`src/rtl/onehot_decoder_ctrl.sv`:
```
// One-hot decoder controller: a request either pulses one output line for PULSE_LEN
// cycles or starts a free-running scan that dwells DWELL cycles per line until stopped.
module onehot_decoder_ctrl #(
    parameter int N_SEL     = 3,
    parameter int PULSE_LEN = 4,
    parameter int DWELL     = 2
) (
    input  logic                  clk,
    input  logic                  rst_n,
    input  logic                  din_valid,
    output logic                  din_ready,
    input  logic [N_SEL-1:0]      din_sel,
    input  logic                  din_mode,
    input  logic                  din_stop,
    output logic [(2**N_SEL)-1:0] dout,
    output logic                  dout_busy,
    output logic                  dout_wrap
);

    localparam int W    = 2**N_SEL;
    localparam int CMAX = (PULSE_LEN > DWELL) ? PULSE_LEN : DWELL;
    localparam int CW   = $clog2(CMAX + 1);

    localparam logic [CW-1:0]    PULSE_LOAD = CW'(PULSE_LEN - 1);
    localparam logic [CW-1:0]    DWELL_LOAD = CW'(DWELL - 1);
    localparam logic [CW-1:0]    CNT_ZERO   = CW'(0);
    localparam logic [CW-1:0]    CNT_ONE    = CW'(1);
    localparam logic [N_SEL-1:0] IDX_ZERO   = N_SEL'(0);
    localparam logic [N_SEL-1:0] IDX_ONE    = N_SEL'(1);
    localparam logic [N_SEL-1:0] IDX_LAST   = {N_SEL{1'b1}};

    typedef enum logic [1:0] {
        ST_IDLE  = 2'd0,
        ST_PULSE = 2'd1,
        ST_SCAN  = 2'd2
    } state_t;

    state_t           state_r, state_s;
    logic [N_SEL-1:0] idx_r, idx_s;
    logic [CW-1:0]    cnt_r, cnt_s;
    logic [W-1:0]     dout_r, dout_s;
    logic             wrap_r, wrap_s;
    logic             busy_r;
    logic             ready_s;
    logic             accept_s;

    function automatic logic [W-1:0] onehot(input logic [N_SEL-1:0] code);
        logic [W-1:0] v;
        v       = {W{1'b0}};
        v[code] = 1'b1;
        return v;
    endfunction

    assign ready_s   = (state_r == ST_IDLE) & ~din_stop;
    assign accept_s  = din_valid & ready_s;
    assign din_ready = ready_s;
    assign dout      = dout_r;
    assign dout_busy = busy_r;
    assign dout_wrap = wrap_r;

    // Next-state, index/counter and next output value; stop outranks expiry and wrap.
    always_comb begin
        state_s = state_r;
        idx_s   = idx_r;
        cnt_s   = cnt_r;
        dout_s  = {W{1'b0}};
        wrap_s  = 1'b0;
        case (state_r)
            ST_IDLE: begin
                if (accept_s) begin
                    idx_s  = din_sel;
                    dout_s = onehot(din_sel);
                    if (din_mode) begin
                        state_s = ST_SCAN;
                        cnt_s   = DWELL_LOAD;
                    end else begin
                        state_s = ST_PULSE;
                        cnt_s   = PULSE_LOAD;
                    end
                end else begin
                    state_s = ST_IDLE;
                end
            end
            ST_PULSE: begin
                if (din_stop || (cnt_r == CNT_ZERO)) begin
                    state_s = ST_IDLE;
                    cnt_s   = CNT_ZERO;
                end else begin
                    cnt_s  = cnt_r - CNT_ONE;
                    dout_s = onehot(idx_r);
                end
            end
            ST_SCAN: begin
                if (din_stop) begin
                    state_s = ST_IDLE;
                    cnt_s   = CNT_ZERO;
                end else if (cnt_r == CNT_ZERO) begin
                    idx_s  = idx_r + IDX_ONE;
                    cnt_s  = DWELL_LOAD;
                    dout_s = onehot(idx_r + IDX_ONE);
                    wrap_s = (idx_r == IDX_LAST);
                end else begin
                    cnt_s  = cnt_r - CNT_ONE;
                    dout_s = onehot(idx_r);
                end
            end
            default: begin
                state_s = ST_IDLE;
                idx_s   = IDX_ZERO;
                cnt_s   = CNT_ZERO;
            end
        endcase
    end

    // State and registered outputs.
    always_ff @(posedge clk or negedge rst_n) begin
        if (!rst_n) begin
            state_r <= ST_IDLE;
            idx_r   <= IDX_ZERO;
            cnt_r   <= CNT_ZERO;
            dout_r  <= {W{1'b0}};
            wrap_r  <= 1'b0;
            busy_r  <= 1'b0;
        end else begin
            state_r <= state_s;
            idx_r   <= idx_s;
            cnt_r   <= cnt_s;
            dout_r  <= dout_s;
            wrap_r  <= wrap_s;
            busy_r  <= (state_s != ST_IDLE);
        end
    end

endmodule

```
`config.mk`:
```
export PLATFORM = sky130hd
export DESIGN_NAME = onehot_decoder_ctrl
export DESIGN_NICKNAME = d
export VERILOG_FILES = /design/src/rtl/onehot_decoder_ctrl.sv
export SDC_FILE = /design/constraint.sdc
export NUM_CORES = 1
export LEC_CHECK = 0
export ABC_CLOCK_PERIOD_IN_PS = 4400
export BUFFER_PORTS_ARGS = -buffer_cell sky130_fd_sc_hd__buf_2
export CAP_MARGIN = 20
export CORE_AREA = 2 2 75 48
export DETAILED_ROUTE_END_ITERATION = 8
export DIE_AREA = 0 0 77 50
export GPL_TIMING_DRIVEN = 0
export MAX_ROUTING_LAYER = met4
export PLACE_DENSITY = 0.63
export SETUP_SLACK_MARGIN = 0.02
export SYNTH_ARGS = -nofsm -noshare
export SYNTH_HDL_FRONTEND = slang
export SYNTH_SLANG_ARGS = --single-unit
```
`constraint.sdc`:
```
create_clock -name clk -period 4.4 [get_ports clk]
set_input_delay 0.88 -clock clk [delete_from_list [all_inputs] [get_ports clk]]
set_output_delay 0.88 -clock clk [all_outputs]
set_load 0.05 [all_outputs]
```
==> qor.csv <==
stage;metric;value;unit
outcome;status;completed;
pwr;Leakage;0.636;nW
sta;period utilisation layout;54.1;%
floorplanning;die area;3850;um^2
critical_path;CP arrival;1.50;ns
worst_hold_path;Hold Crit Class;primary input to asynchronous set/reset pin;
layout;number of antenna diodes;0;
logic_synthesis;Async S/R FF share, synth;100;%
sta;fmax;420;MHz
clock_network;CTS tree;done;
logic_synthesis;adder-cell area share of the yosys netlist;4.09;%
clock_network;Skew-Pair Late Insertion Delay;0.26;ns
critical_path;WS Path Type;primary input to output pin;
place;GPL Wtd Cong;0.925;
critical_path;Critical Path Slowest Stage Cell;buf_2;
sta;max_slew headroom;69.3;%
sta;Worst Slack Setup Final;2.02;ns
critical_path;Req. time, crit path;3.52;ns
layout;multi-input logic area;687;um^2
logic_synthesis;post-synthesis xor/xnor area fraction;0.716;%
critical_path;CP most frequent cell;buf_2;
logic_synthesis;Avg Inst Size Synth;9.05;um^2
sta;clk_skew;0.00112;ns
layout;finished layout cell area;1410;um^2
grt;first-pass GRT wire length;5.09;mm
logic_synthesis;largest family of logic cells by synthesized area;simple AND/OR/NAND/NOR gates;
sta;final setup fails;0;
clock_network;Num Clock Sinks;18;
floorplanning;Die X;77;um
grt;pin count of the biggest net entering global routing;19;
layout;Final Non-Filler Cells;200;
clock_network;post-cts resize count;0;
critical_path;crit-path cells;buf_2 > nor3_4 > buf_2;
place;HPWL after detailed placement;2.30;mm
detailed_routing;Residual DRC;0;
flow_run;maxcap violations;0;
logic_synthesis;Synth Area in Compound Gates;17.6;%
logic_synthesis;synthesis warning total;0;
critical_path;CP Capture Type;output pin;
grt;total track usage;17.4;%
critical_path;Startpoint Class;primary input;
pwr;PwrDens;401;nW/um^2
clock_network;Root Driver;clkbuf_8;
clock_network;deepest clock path buffer count;2;
logic_synthesis;Post-synth EDFFs;0;
layout;Fill cells;334;
detailed_routing;via/cell ratio;5.73;
layout;Reg area;450;um^2
grt;total congestion overflow;0;
sta;Slew @ Worst Pin;0.460;ns
floorplanning;Die Height;50;um
sta;RSZ-0062 raised after global routing;false;
layout;P&R area growth vs syn;15.7;%
logic_synthesis;syn nets;147;
detailed_routing;drt wl/cell;15.6;um
place;dpl cells;196;
layout;Util after Layout;44.7;%
critical_path;CP Max Fanout;3;
logic_synthesis;Yosys cell types;49;
floorplanning;# IOs;19;
logic_synthesis;ys flop type;dfrtp_1;
clock_network;Setup Buffers After CTS;0;
logic_synthesis;post-synthesis cell count;135;
clock_network;Hold Buf Count CTS;0;
layout;fin nets;168;
pwr;VDD IR max;187;uV
logic_synthesis;mapped cell area;1220;um^2
grt;number of global-route vias before repair;1012;
place;# port buffers;16;
layout;commonest non-fill, non-tap cells in the layout;18 x buf_2, 18 x dfrtp_1, 10 x nand2_1;
detailed_routing;initial drt markers;158;
grt;initial antenna violation count;0;
logic_synthesis;Seq cells post-synth;18;
place;DP Worst Slack;2.01;ns
logic_synthesis;post-synthesis mux area share;1.64;%
pwr;total power;568;uW
detailed_routing;final WL;3.12;mm
critical_path;crit-path max cell delay;0.29;ns
clock_network;htree depth;1;
logic_synthesis;simple-gate share of the synthesized area;32.1;%
detailed_routing;Routed Antenna Nets;0;
detailed_routing;via count;1146;
logic_synthesis;post-synthesis sequential area ratio;36.8;%
floorplanning;FP Rows;16;
place;Placed Area;1360;um^2
floorplanning;Starting Density;38.6;%
clock_network;clk slew on worst S/H paths;0.07;ns
clock_network;CTS Buf Count;3;
sta;fin. max-slew vios;0;
detailed_routing;DR pass1 iterations;4;
sta;Hold WS;0.539;ns
sta;Min Clock Period, post-route;2.38;ns
sta;Final Hold Viols;0;
floorplanning;core area;3160;um^2
layout;share of cells above drive strength 1;21.3;%
sta;Setup TNS Final;0;ns
[metal layers]
layer | wire [um] | GRT usage [%]
met2 | 1190 | 22.4
met4 | 17 | 3.87
met5 | 0 | -
met1 | 1520 | 26.1
met3 | 379 | 5.49
[power breakdown]
group	leakage [nW]	internal [mW]	total [mW]	switching, mW
logic	0.376	0.0758	0.227	0.151
registers	0.231	0.184	0.198	0.0148
clock network	0.0288	0.0798	0.142	0.0627
[worst max-delay path: cells and delay by family]
family / cells / cell delay, ns
buffers and inverters: 2 / 0.42
and+or+nand+nor: 1 / 0.20
[area by class of cell]
cell class                 count  area share, %
clock buffer                   4           3.89
buffer                        11           4.42
multi-input combinational    100           48.6
sequential                    18           31.9
timing repair buffer          16           5.66
inverter                       6           1.59
tap                           45           3.98
[logic make-up after synthesis]
family / after synthesis
DFF: 18
buffers and inverters: 17
adders and majority gates: 4
AOI/OAI and AO/OA: 30
xor gates and xnor gates: 1
and+or+nand+nor: 63
muxes: 2
[registers in the layout (all words and copies together), names as in the netlist]
register,cells
state_r,2
cnt_r,3
dout_wrap,1
idx_r,3
dout,8
dout_busy,1
[path summary, 6_finish.rpt]
check                               from        end  slack, ns  depth (start not counted)
worst max-delay path            din_stop  din_ready       2.02                          3
worst min-delay path               rst_n   cnt_r[2]       0.54                          1
worst max register to register  cnt_r[0]    dout[5]       2.46                          7
worst min register to register  cnt_r[1]   cnt_r[1]       0.55                          2
max in group asynchronous          rst_n    dout[4]       3.57                          1
min in group clk                cnt_r[1]   cnt_r[1]       0.55                          2
[synthesized netlist by cell type (2+ instances only)]
| master | count | area (um^2) |
|---|---|---|
| inv_1 | 6 | 22.5 |
| dfrtp_1 | 18 | 450 |
| mux2i_1 | 2 | 20.0 |
| nand2b_1 | 4 | 25.0 |
| buf_6 | 2 | 22.5 |
| nor3b_1 | 3 | 22.5 |
| nor2b_1 | 5 | 31.3 |
| nor4_1 | 7 | 43.8 |
| ha_1 | 4 | 50.1 |
| and3_1 | 3 | 18.8 |
| a32oi_1 | 2 | 17.5 |
| o21ai_0 | 4 | 20.0 |
| a221o_1 | 2 | 20.0 |
| nand3_1 | 5 | 25.0 |
| o22ai_1 | 3 | 18.8 |
| a21oi_1 | 4 | 20.0 |
| a22oi_1 | 2 | 15.0 |
| o21ai_1 | 2 | 10.0 |
| nand2_1 | 10 | 37.5 |
| clkbuf_1 | 6 | 22.5 |
| o41ai_1 | 2 | 17.5 |
| nor2_1 | 8 | 30.0 |
| buf_2 | 2 | 10.0 |
| nor3_1 | 4 | 20.0 |
No activity file was read; power rests on OpenSTA's default activity.
